File: src/rtl/dsm_dem_ctrl_pkg.sv
// Shared types for the sigma-delta sample scheduler: FSM encoding, PCM pair layout, counter helpers.
// Latency: n/a (types only). Backpressure: n/a.
package dsm_dem_ctrl_pkg;

  localparam int PCM_W      = 24;
  localparam int DEM_W      = 2;
  localparam int OVFL_CNT_W = 8;

  typedef enum logic [1:0] {
    IDLE  = 2'd0,
    RUN   = 2'd1,
    CLEAR = 2'd2,
    MUTE  = 2'd3
  } state_t;

  typedef struct packed {
    logic [PCM_W-1:0] left;
    logic [PCM_W-1:0] right;
  } pcm_pair_t;

  function automatic logic [OVFL_CNT_W-1:0] sat_inc(input logic [OVFL_CNT_W-1:0] v);
    return (&v) ? v : v + 1'b1;
  endfunction

endpackage

File: src/rtl/dsm_dem_ctrl_fifo.sv
// Small synchronous FIFO of stereo PCM pairs; read data is the head entry (no bypass).
// Latency: 1 cycle push-to-visible. Backpressure: full blocks push, pop on empty is ignored, flush wins.
module dsm_dem_ctrl_fifo
  import dsm_dem_ctrl_pkg::*;
#(
  parameter int unsigned DEPTH = 4
) (
  input  logic      clk,
  input  logic      reset,
  input  logic      push,
  input  logic      pop,
  input  logic      flush,
  input  pcm_pair_t wr_dat,
  output pcm_pair_t rd_dat,
  output logic      full,
  output logic      empty
);

  localparam int AW = $clog2(DEPTH);

  pcm_pair_t     mem [DEPTH];
  logic [AW:0]   wr_ptr;
  logic [AW:0]   rd_ptr;
  logic          wr_en;

  // Extra pointer bit distinguishes full from empty when the indices match.
  assign empty  = (wr_ptr == rd_ptr);
  assign full   = (wr_ptr[AW] != rd_ptr[AW]) && (wr_ptr[AW-1:0] == rd_ptr[AW-1:0]);
  assign rd_dat = mem[rd_ptr[AW-1:0]];
  assign wr_en  = push && !full && !flush;

  always_ff @(posedge clk) begin
    if (wr_en) begin
      mem[wr_ptr[AW-1:0]] <= wr_dat;
    end
  end

  always_ff @(posedge clk) begin
    if (reset || flush) begin
      wr_ptr <= '0;
      rd_ptr <= '0;
    end else begin
      if (wr_en) begin
        wr_ptr <= wr_ptr + 1'b1;
      end
      if (pop && !empty) begin
        rd_ptr <= rd_ptr + 1'b1;
      end
    end
  end

endmodule

File: src/rtl/dsm_dem_ctrl.sv
// Frame scheduler/supervisor for the dual-channel DEM modulator; optional DSM_DEM_SOFTSTART_EN ramps output after recovery.
// Latency: popped sample appears on dsm_chan the cycle after frame_tick. Backpressure: s_ready drops when FIFO full or IDLE.
module dsm_dem_ctrl
  import dsm_dem_ctrl_pkg::*;
#(
  parameter int unsigned FRAME_LEN   = 512,
  parameter int unsigned FIFO_DEPTH  = 4,
  parameter int unsigned CLR_CYCLES  = 4,
  parameter int unsigned MUTE_FRAMES = 8
) (
  input  logic                  mclk512,
  input  logic                  reset,
  input  logic                  enable,
  input  logic                  s_valid,
  output logic                  s_ready,
  input  logic [PCM_W-1:0]      s_left,
  input  logic [PCM_W-1:0]      s_right,
  input  logic                  cfg_exchange_lr,
  input  logic                  cfg_dither_off,
  input  logic [DEM_W-1:0]      cfg_dem_count,
  input  logic                  dsm_ovfl,
  output logic [PCM_W-1:0]      dsm_chan1,
  output logic [PCM_W-1:0]      dsm_chan2,
  output logic                  dsm_clr,
  output logic                  dsmditheroff,
  output logic [DEM_W-1:0]      dem_count,
  output logic                  frame_tick,
  output logic                  underrun,
  input  logic                  underrun_clr,
  output logic [OVFL_CNT_W-1:0] ovfl_count,
  output logic [1:0]            state
);

  localparam int FCW = $clog2(FRAME_LEN);
  localparam int CCW = $clog2(CLR_CYCLES + 1);
  localparam int MCW = $clog2(MUTE_FRAMES + 1);
  localparam logic [FCW-1:0] FRAME_LAST = FCW'(FRAME_LEN - 1);
  localparam logic [CCW-1:0] CLR_LAST   = CCW'(CLR_CYCLES - 1);
  localparam logic [MCW-1:0] MUTE_LAST  = MCW'(MUTE_FRAMES - 1);

  state_t          st;
  state_t          st_nxt;
  logic [FCW-1:0]  frame_cnt;
  logic [CCW-1:0]  clr_cnt;
  logic [MCW-1:0]  mute_cnt;

  pcm_pair_t       fifo_in;
  pcm_pair_t       fifo_head;
  logic            fifo_full;
  logic            fifo_empty;
  logic            push_vld;
  logic            run_pop;
  logic [PCM_W-1:0] sel1;
  logic [PCM_W-1:0] sel2;
  logic [PCM_W-1:0] out1;
  logic [PCM_W-1:0] out2;

  assign state      = st;
  assign frame_tick = (st != IDLE) && (frame_cnt == FRAME_LAST);
  assign dsm_clr    = (st == IDLE) || (st == CLEAR);
  assign s_ready    = !fifo_full && (st != IDLE);
  assign push_vld   = s_valid && s_ready;
  assign fifo_in    = '{left: s_left, right: s_right};

  dsm_dem_ctrl_fifo #(
    .DEPTH (FIFO_DEPTH)
  ) u_fifo (
    .clk    (mclk512),
    .reset  (reset),
    .push   (push_vld),
    .pop    (frame_tick),
    .flush  (!enable),
    .wr_dat (fifo_in),
    .rd_dat (fifo_head),
    .full   (fifo_full),
    .empty  (fifo_empty)
  );

  always_ff @(posedge mclk512) begin
    if (reset) begin
      st <= IDLE;
    end else begin
      st <= st_nxt;
    end
  end

  always_comb begin
    st_nxt = st;
    if (!enable) begin
      st_nxt = IDLE;
    end else begin
      case (st)
        IDLE:    st_nxt = RUN;
        RUN:     if (dsm_ovfl) st_nxt = CLEAR;
        CLEAR:   if (clr_cnt == CLR_LAST) st_nxt = MUTE;
        MUTE:    if (frame_tick && (mute_cnt == MUTE_LAST)) st_nxt = RUN;
        default: st_nxt = IDLE;
      endcase
    end
  end

  always_ff @(posedge mclk512) begin
    if (reset) begin
      frame_cnt <= '0;
      clr_cnt   <= '0;
      mute_cnt  <= '0;
    end else begin
      if ((st == IDLE) || (st_nxt == IDLE) || (frame_cnt == FRAME_LAST)) begin
        frame_cnt <= '0;
      end else begin
        frame_cnt <= frame_cnt + 1'b1;
      end
      clr_cnt  <= (st == CLEAR) ? clr_cnt + 1'b1 : '0;
      mute_cnt <= (st != MUTE) ? '0 : (frame_tick ? mute_cnt + 1'b1 : mute_cnt);
    end
  end

  assign run_pop = (st == RUN) && frame_tick && !fifo_empty && !dsm_ovfl;
  assign sel1    = cfg_exchange_lr ? fifo_head.right : fifo_head.left;
  assign sel2    = cfg_exchange_lr ? fifo_head.left  : fifo_head.right;

`ifdef DSM_DEM_SOFTSTART_EN
  logic [2:0] soft_shift;

  // Each recovery restarts the ramp at /128 and halves the attenuation per sample.
  always_ff @(posedge mclk512) begin
    if (reset) begin
      soft_shift <= '0;
    end else if ((st == MUTE) && (st_nxt == RUN)) begin
      soft_shift <= 3'd7;
    end else if (enable && run_pop && (soft_shift != 3'd0)) begin
      soft_shift <= soft_shift - 3'd1;
    end
  end

  assign out1 = $signed(sel1) >>> soft_shift;
  assign out2 = $signed(sel2) >>> soft_shift;
`else
  assign out1 = sel1;
  assign out2 = sel2;
`endif

  always_ff @(posedge mclk512) begin
    if (reset) begin
      dsm_chan1    <= '0;
      dsm_chan2    <= '0;
      dsmditheroff <= 1'b0;
      dem_count    <= '0;
      ovfl_count   <= '0;
      underrun     <= 1'b0;
    end else begin
      if (!enable) begin
        dsm_chan1    <= '0;
        dsm_chan2    <= '0;
        dsmditheroff <= 1'b0;
        dem_count    <= '0;
      end else begin
        // Config only moves on frame boundaries so the modulator never sees a mid-frame change.
        if (frame_tick) begin
          dsmditheroff <= cfg_dither_off;
          dem_count    <= cfg_dem_count;
        end
        if ((st != RUN) || dsm_ovfl) begin
          dsm_chan1 <= '0;
          dsm_chan2 <= '0;
        end else if (run_pop) begin
          dsm_chan1 <= out1;
          dsm_chan2 <= out2;
        end
        if ((st == RUN) && dsm_ovfl) begin
          ovfl_count <= sat_inc(ovfl_count);
        end
      end
      if ((st == RUN) && frame_tick && fifo_empty) begin
        underrun <= 1'b1;
      end else if (underrun_clr) begin
        underrun <= 1'b0;
      end
    end
  end

endmodule

File: config.mk
export PLATFORM = sky130hd
export DESIGN_NAME = dsm_dem_ctrl
export DESIGN_NICKNAME = d
export VERILOG_FILES = /design/src/rtl/dsm_dem_ctrl_pkg.sv /design/src/rtl/dsm_dem_ctrl_fifo.sv /design/src/rtl/dsm_dem_ctrl.sv
export SDC_FILE = /design/constraint.sdc
export NUM_CORES = 1
export LEC_CHECK = 0
export ABC_AREA = 0
export BUFFER_PORTS_ARGS = -buffer_cell sky130_fd_sc_hd__clkbuf_2
export CORE_ASPECT_RATIO = 1.4
export CORE_MARGIN = 8
export CORE_UTILIZATION = 50
export CTS_CLUSTER_SIZE = 40
export DETAILED_ROUTE_END_ITERATION = 8
export PLACE_DENSITY = 0.79
export SLEW_MARGIN = 25
export SYNTH_ARGS = -nofsm -noshare
export SYNTH_HDL_FRONTEND = slang
export SYNTH_SLANG_ARGS = --single-unit
File: constraint.sdc
create_clock -name mclk512 -period 5.7 [get_ports mclk512]
set_input_delay 0.57 -clock mclk512 [delete_from_list [all_inputs] [get_ports mclk512]]
set_output_delay 0.57 -clock mclk512 [all_outputs]
set_load 0.005 [all_outputs]
=== Word level (Yosys, flattened, before mapping) ===
Memories as Yosys holds them, arrays and structs flattened. A register that Yosys moved wholly into a read port is not among the register bits.
Cells that the tools add are included.

* Add/sub/neg operators: 6
* Divide/modulo/power cells: 0
* Shift operators: 0
* Multiply operators: 0
* Multiplexer cells: 13
* Bitwise logic cells: 3
* Magnitude comparators: 0
* Equal/unequal tests: 11
* Reduce and logical (&&, ||, !) cells: 33

{| class="wikitable"
|+ Operator list
! kind !! count
|-
| $mux W24 || 2
|-
| $logic_and A1 B1 Y1 || 13
|-
| $mux W2 || 6
|-
| $add A3 B1 Y3 const B || 3
|-
| $add A9 B1 Y9 const B || 1
|-
| $eq A9 B9 Y1 const B || 1
|-
| $add A8 B1 Y8 const B || 1
|-
| $pmux W2 S4 || 1
|-
| $reduce_and A8 Y1 || 1
|-
| $reduce_or A2 Y1 || 4
|-
| $logic_or A1 B1 Y1 || 5
|-
| $add A4 B1 Y4 const B || 1
|-
| $eq A2 B2 Y1 const B || 2
|-
| $eq A4 B3 Y1 const B || 1
|-
| $logic_not A1 Y1 || 4
|-
| $logic_not A2 Y1 || 2
|-
| $mux W1 || 4
|-
| $reduce_bool A2 Y1 || 2
|-
| $eq A3 B2 Y1 const B || 1
|-
| $eq A3 B3 Y1 || 1
|-
| $not A1 Y1 || 3
|-
| $reduce_and A3 Y1 || 1
|-
| $reduce_or A3 Y1 || 1
|-
| $eq A2 B1 Y1 const B || 1
|-
| other kinds (4) || 4
|}

* Memory bits (read-only): 0
* Output and inout bits: 65
* Bits in registers: 84
* Memory bits (writable): 192
* Word-level logic and storage cells: 79
* Bits in latches: 0
* Memories: 1
* Input bits: 58

{| class="wikitable"
|+ Memory list
! name !! depth !! bits a word !! rd ports !! clocked after Yosys merged registers in !! wr ports !! line !! source
|-
| u_fifo.mem || 4 || 48 || 1 || 1 || 1 || dsm_dem_ctrl_fifo.sv:21 || <nowiki>pcm_pair_t mem [DEPTH];</nowiki>
|}

=== Longest topological paths before layout ===
Gate-level depths: netlist of run 1.

* Depth in word-level cells: 10
* Gate-level depth with buffers: 10
* Gate-level depth less buffers: 9

=== By module ===
A second synthesis of run 1 with hierarchy kept.

* Cell total of the unflattened synthesis: 678
* Area, all modules: 11013.1 µm²

{| class="wikitable"
|+ Modules (own cells, without submodules)
! module !! area each (µm²) !! cells each !! times used !! sequential area each (µm²)
|-
| dsm_dem_ctrl_fifo || 7489.7 || 316 || 1 || 5925.7
|-
| dsm_dem_ctrl || 3523.4 || 362 || 1 || 1561.5
|}

=== Least setup slack after synthesis of run 1 ===
OpenSTA, ideal clock, no wires.

* Path type: input to register
* Start: input enable
* End: memory u_fifo.mem[3][0] in the netlist's numbering, enable pin
* Setup slack: 2.369 ns
* Data required time: 5.243 ns
* Stages on the path: 2
* Buffers on the path: 0
* Setup time: 0.457 ns
* Arrival: 2.874 ns
* Cell sequence: o211ai_1 > a311oi_2

* Word-level cells in the longest chain between the ends: 3

{| class="wikitable"
|+ RTL lines
! element !! line !! source
|-
| start: declaration || dsm_dem_ctrl.sv:13 || <nowiki>input logic enable,</nowiki>
|-
| $logic_and A1 B1 Y1 || dsm_dem_ctrl_fifo.sv:30 || <nowiki>assign wr_en = push && !full && !flush;</nowiki>
|-
| $mux W1 || dsm_dem_ctrl_fifo.sv:33 || <nowiki>if (wr_en) begin</nowiki>
|-
| $mux W1 (implied by the code) || dsm_dem_ctrl_fifo.sv:34 || <nowiki>mem[wr_ptr[AW-1:0]] <= wr_dat;</nowiki>
|-
| end: declaration || dsm_dem_ctrl_fifo.sv:21 ||
|}

Every way passes these cells.

=== Worst setup path after layout of run 1 ===
* Start: register frame_cnt[0]
* End: output frame_tick

* Word-level cells in the longest chain between the ends: 2

{| class="wikitable"
|+ RTL lines
! element !! line !! source
|-
| start: declaration || dsm_dem_ctrl.sv:43 || <nowiki>logic [FCW-1:0] frame_cnt;</nowiki>
|-
| start signal: assignment || dsm_dem_ctrl.sv:111 || <nowiki>frame_cnt <= frame_cnt + 1'b1;</nowiki>
|-
| $eq A9 B9 Y1 || dsm_dem_ctrl.sv:59 || <nowiki>assign frame_tick = (st != IDLE) && (frame_cnt == FRAME_LAST);</nowiki>
|-
| $logic_and A1 B1 Y1 || dsm_dem_ctrl.sv:59 ||
|-
| end: declaration || dsm_dem_ctrl.sv:27 || <nowiki>output logic frame_tick,</nowiki>
|}

Every way passes these cells.

==> summary.md, run 1 <==
| Metric | Value |
|---|---|
| Startpoint Class | flip-flop |
| Routability cong. | between 0.7 and 0.8 |
| Mapped Area | 11800 um2 |
| WHS | 0.261 ns |
| Placed Area | 12600 um2 |
| H-Tree Depth | 1 |
| Largest net degree at the start of global routing | a little under 100 |
| CORE AREA | 23200 um2 |
| Crit path buf inv count | 2 |
| Setup repair after global routing missed its margin | no |
| Final setup fails | 0 |
| Setup TNS | 0 ns |
| Endpoint type of the worst setup path | output port |
| Worst IR Drop VDD | between 200 and 250 uV |
| Max FO, Critical Path | 8 |
| Critical Path Max Stage Delay | between 0.3 and 0.4 ns |
| Worst path top cell family by delay | adder cells |
| Initial DRC Count | between 300 and 400 |
| PwrDens | a little under 300 nW/um2 |
| Slew headroom | 0.411 |
| Syn Nets | 744 |
| Worst-path clk slew | about 0.06 ns |
| Worst path arrival time | about 2.3 ns |
| Total CTS buffers | 26 |
| Hold WC Path Type | primary input to flip-flop |
| Layout cells sized above 1 | 0.348 |
| Number of iterations in the first detailed-routing pass | 4 |
| Status | finished, final reports clean |
| Maximum clock rate | 354 MHz |
| DR DRC count | 0 |
| DRT antenna net count | 0 |
| Warnings, synthesis | 0 |
| Unique cell type count in the Yosys netlist | 52 |
| Total Wirelength | roughly 23000 um |
| CTS sink cnt | 278 |
| P&R area growth vs syn | 14.4% |
| Skew-Pair Late Insertion Delay | approximately 0.52 ns |
| IO Port Bufs | between 100 and 150 |
| Most frequent cells in the layout | edfxtp_1, clkbuf_2, mux4_2 |
| Detailed Place HPWL | 14900 um |
| # hold bufs at CTS | 0 |
| Worst Setup Path Type | flip-flop to output port |
| Leak | 0.00446 uW |
| Final #Nets | 860 |
| Cells along the critical path | ha_1 > nand3_1 > nor3_1 > ha_1 > o21ai_2 > inv_2 > clkbuf_2 |
| Routed vias | 6547 |
| Flops & latches, synth | 278 |
| GR Overflow Total | 0 |
| Initial core utilization | 0.509 |
| Drt via density | 5.85 |
| Most repeated library cell on the critical path | ha_1 |
| Clock Path Buffers | 3 |
| Global Route Usage Sum | 0.159 |
| Worst slack, placed | 3.06 ns |
| Resized Gates After CTS | 0 |
| Max-Cap Viols | 0 |
| Root buf cell | clkbuf_16 |
| First-pass GRT wire length | 37000 um |
| Cells after Synth | 675 |
| Initial antenna violation count | 5 |
| Final instance area | about 14000 um2 |
| TritonCTS clock tree | built |
| CP max stage cell | dfxtp_1 |
| Final hold vios | 0 |
| Die Wd | 146 um |
| Post-CTS Setup Inserts | 0 |
| Register area share after synthesis | 0.633 |
| Vias in the first global route | 7021 |
| Row Count | 66 |
| Slack of the critical path | 2.87 ns |
| Wirelength per Cell | 20.9 um |
| Post-synth EDFFs | 192 |
| Main synth FF type | edfxtp_1 |
| Crit share post-route | 0.496 |
| Die Area | slightly below 30000 um2 |
| Max Transition Viols Final | 0 |
| Commonest non-fill, non-tap cell in the layout | edfxtp_1 |
| Post-synth ARST share | 0 |
| Worst EP required | just over 5 ns |
| Final min period | around 2.8 ns |
| Slew @ Worst Pin | around 0.88 ns |
| Die H | 198 um |
| IO Count | about 120 |
| Worst Skew | 0.0150 ns |
| Post-Syn Area per Cell | approximately 18 um2 |
-- logic make-up (layout without fill, tap and decap cells) --
logic type | Yosys count | after routing | share of synthesized area
flip-flops | 278 | 278 | 0.633
multiplexers | 144 | 144 | 0.216
AND/OR/NAND/NOR | 88 | 88 | 0.0381
AO/OA/AOI/OAI | 79 | 79 | 0.0568
buffers and inverters | 55 | 191 | 0.0276
XOR/XNOR | 20 | 20 | 0.0167
adder cells (fa/ha/maj) | 11 | 11 | 0.0116
other | 0 | 2 | 0
-- where the power goes --
part	switching (uW)	total, uW	internal [uW]
logic	63.0	117	53.5
clock network	703	1750	1050
registers	5.91	2170	2160
-- synth_stat cells, drive strengths merged, types with 8 or more instances --
library cell,count,area (um2)
xnor2,12,128
a21oi,8,43.8
o2bb2ai,47,424
edfxtp,192,5770
clkbuf,9,35.0
ha,11,138
mux2i,51,510
dfxtp,86,1720
buf,33,243
nand2,12,45.0
inv,13,48.8
mux4,88,1980
xor2,8,70.1
nor2,34,128
-- stage by stage --
| stage | utilization | cells | total power [uW] |
|---|---|---|---|
| after floorplan | - | 675 | 2280 |
| final | 0.583 | 1119 | 4040 |
| after CTS | 0.583 | 1117 | 4070 |
| after detailed placement | 0.544 | 1069 | 2330 |
| after global routing | 0.583 | 1119 | 4150 |
| after global placement | 0.544 | 1069 | 2330 |
-- area by class of cell --
cell class / instances / area (um2)
clock buffer: 41 / 832
antenna: 2 / 5.00
tap: 306 / 383
inverter: 13 / 48.8
fill: 1697 / 9680
clock inverter: 7 / 60.1
sequential: 278 / 7490
timing repair buffer: 130 / 677
multi-input combinational: 342 / 4030
-- path summary, 6_finish.rpt --
path / startpoint / end / slack (ns) / depth (start not counted)
min reg2reg: clr_cnt[0] / clr_cnt[0] / 0.44 / 1
max reg2reg: frame_cnt[0] / dsm_chan2[21] / 3.17 / 8
max: frame_cnt[0] / frame_tick / 2.87 / 7
min: s_left[1] / u_fifo.mem[0][25] / 0.26 / 1
-- worst register-to-register path, delay by kind of cell (launching register included) --
| kind | cells | cell delay [ns] |
|---|---|---|
| compound gates | 3 | 0.83 |
| fa+ha+maj | 2 | 0.53 |
| flops | 1 | 0.37 |
| simple gates | 3 | 0.76 |
-- flip-flops by register name, indices dropped and copies added (netlist names), named ones only --
signal,flops
dsmditheroff,1
ovfl_count,8
u_fifo.mem,192
u_fifo.rd_ptr,3
dsm_chan2,24
frame_cnt,9
dsm_chan1,24
dem_count,2
state,2
clr_cnt,3
underrun,1
u_fifo.wr_ptr,3
mute_cnt,4
-- routing by layer --
layer  routed length (um)  track usage  vias to the layer above
met1                 8640        0.175                     3347
met2                12600        0.293                      183
met4                  630       0.0599                        6
met5                   40            0                        -
met3                 1420       0.0361                       48
li1                     -            -                     2963
(Power assumes the default switching activity.)
==> inputs of run 2 (changes only) <==
Settings changed: PLACE_DENSITY 0.79 to 0.82.
Clock period 5.7 ns to 2.5 ns, I/O delays scaled along.
==> run 2 against run 1 <==
Effect of this change:
- count of clock-buffer cells in the layout down 6
- cell area up 5.8%
- core utilization up 3.4 points
- sequential share of layout area down 3.0 points
- flip-flop and latch count unchanged
- combinational power rose to 3.0 times the previous value
- worst hold slack worse by 0.17 ns
- power up 130%
- first-iteration DRC count up 23%
- wire length up 4.4%
==> summary.md, run 2 (synthesis results as in run 1) <==
| Metric | Value |
|---|---|
| Slew @ Worst Pin | 0.730 ns (-0.153 ns) |
| IO Count | 123 (unchanged) |
| Max-Cap Viols | 0 (unchanged) |
| CTS sink cnt | 278 (unchanged) |
| Worst EP required | 2.25 ns (-2.88 ns) |
| Largest net degree at the start of global routing | 49 (-49%) |
| FF+latch area | 7500 um2 (about the same) |
| Slack of the critical path | 0.155 ns (-2.72 ns) |
| Endpoint type of the worst setup path | output port |
| WHS | 0.0889 ns (-0.173 ns) |
| Routed vias | 6857 (+4.7%) |
| PwrDens | 661 nW/um2 (+120%) |
| TritonCTS clock tree | built |
| Skew-Pair Late Insertion Delay | 0.52 ns (about the same) |
| Final hold vios | 0 (unchanged) |
| Most frequent cells in the layout | edfxtp_1, clkbuf_2, mux4_2 |
| Worst path arrival time | 2.09 ns (-0.17 ns) |
| Drt via density | 5.76 (-1.5%) |
| Global Route Usage Sum | 0.166 (+0.00736) |
| DRT antenna net count | 0 (unchanged) |
| Crit share post-route | 0.938 |
| Max FO, Critical Path | 7 (-1) |
| Status | finished, final reports clean |
| Slew headroom | 0.512 (+0.101) |
| Worst IR Drop VDD | 486 uV (+110%) |
| Max Transition Viols Final | 0 (unchanged) |
| Final min period | about 2.3 ns |
| Worst Setup Path Type | flip-flop to output port |
| Die Area | 28900 um2 (unchanged) |
| Vias in the first global route | 7406 (+5.5%) |
| Placed Area | 12800 um2 (+1.4%) |
| CORE AREA | 23200 um2 (unchanged) |
| Reg2reg start | frame_cnt[0] |
| Worst reg2reg path depth | 8 (unchanged) |
| Hold WC Path Type | primary input to flip-flop |
| Clock Path Buffers | 3 (unchanged) |
| Worst slack, placed | 0.0993 ns (-2.96 ns) |
| DR DRC count | 0 (unchanged) |
| Initial core utilization | 0.509 (unchanged) |
| Startpoint Class | flip-flop |
| HP Start | reset |
| Die Wd | 146 um (unchanged) |
| Layout cells sized above 1 | 0.342 (-0.00532) |
| Worst Skew | 0.0125 ns (-0.00243 ns) |
| Wirelength per Cell | 20.5 um (-1.8%) |
| Area of the multi-input gates | 4040 um2 (+0.19%) |
| Row Count | 66 (unchanged) |
| Final #Nets | 931 (+8.3%) |
| IO Port Bufs | 122 (unchanged) |
| Maximum clock rate | 426 MHz |
| Commonest non-fill, non-tap cell in the layout | edfxtp_1 |
| Leak | 0.00479 uW (+7.4%) |
| Root buf cell | clkbuf_16 |
| Total CTS buffers | 26 (unchanged) |
| Final instance area | 14300 um2 (+5.8%) |
| H-Tree Depth | 1 (unchanged) |
| Total Wirelength | 24400 um (+4.4%) |
| Worst Hold Depth | 3 (+2) |
| Routability cong. | 0.770 (-1.7%) |
| Largest register FFs | 192 (unchanged) |
| GR Overflow Total | 0 (unchanged) |
| Detailed Place HPWL | 15500 um (+4.1%) |
| Worst-path clk slew | 0.06 ns (about the same) |
| R2R setup slack | 0.16 ns (-3.01 ns) |
| First-pass GRT wire length | 38800 um (+4.7%) |
| Initial antenna violation count | 2 (-3) |
| P&R area growth vs syn | 21.0% |
| # fillers | 1582 (-6.8%) |
| Initial DRC Count | 462 (+23%) |
| Die H | 198 um (unchanged) |
| Worst r2r dst | dsm_chan2[9] |
| Worst Hold End | ovfl_count[4] |
| Final setup fails | 0 (unchanged) |
| Number of iterations in the first detailed-routing pass | 5 (+1) |
run 2: worst max-delay path by stage:
stage	cells past startpoint	slack (ns)	endpoint	startpoint
6_report	7	0.16	frame_tick	frame_cnt[0]
5_1_grt	7	-0.006	frame_tick	frame_cnt[0]
4_1_cts	7	0.07	frame_tick	frame_cnt[0]
3_5_place_dp	9	0.1	dsm_chan1[3]	frame_cnt[0]
3_3_place_gp	9	0.25	dsm_chan1[10]	frame_cnt[0]
2_1_floorplan	3	0.001	u_fifo.mem[3][0]	u_fifo.wr_ptr[1]
run 2: routing by layer:
metal / part of all wire / track usage / vias to the layer above
met4: 0.026 / 0.0568 / 0
li1: - / - / 3099
met1: 0.38 / 0.187 / 3494
met3: 0.056 / 0.0324 / 55
met5: 0 / 0 / -
met2: 0.54 / 0.309 / 209
run 2: timing repair:
action / in CTS / in global routing
hold buffers: 53 / 0
pin swaps: 1 / 0
buffers inserted: 1 / 4
gates resized for setup: 1 / 1
hold endpoints to repair: 197 / 0
setup endpoints to repair: 1 / 1
run 2: cell type report:
cell class	instances	area share
antenna	2	0.000350
clock buffer	35	0.0522
clock inverter	13	0.0122
inverter	13	0.00341
multi-input combinational	342	0.282
sequential	278	0.524
tap	306	0.0268
timing repair buffer	201	0.0988
run 2: report_power, final:
part / switching (uW) / internal, uW
combinational: 166 / 183
clock: 1650 / 2520
sequential: 11.4 / 4930
total: 1830 / 7630
run 2: metrics by stage:
step / cells / TNS [ns] / total power (uW) / util
6_report: 1190 / 0 / 9460 / 0.616
5_1_grt: 1190 / -0.00576 / 9720 / 0.616
4_1_cts: 1184 / 0 / 9530 / 0.615
3_5_place_dp: 1082 / 0 / 5320 / 0.552
3_3_place_gp: 1082 / 0 / 5310 / 0.552
2_1_floorplan: 675 / 0 / 5200 / -
run 2: critical path, stage by stage (launching register included):
cell and delay [ns]:
dfxtp_1 0.38, ha_1 0.20, nand3_1 0.17, nor3_2 0.20, ha_2 0.21, o21ai_2 0.13
inv_2 0.15, clkbuf_2 0.14
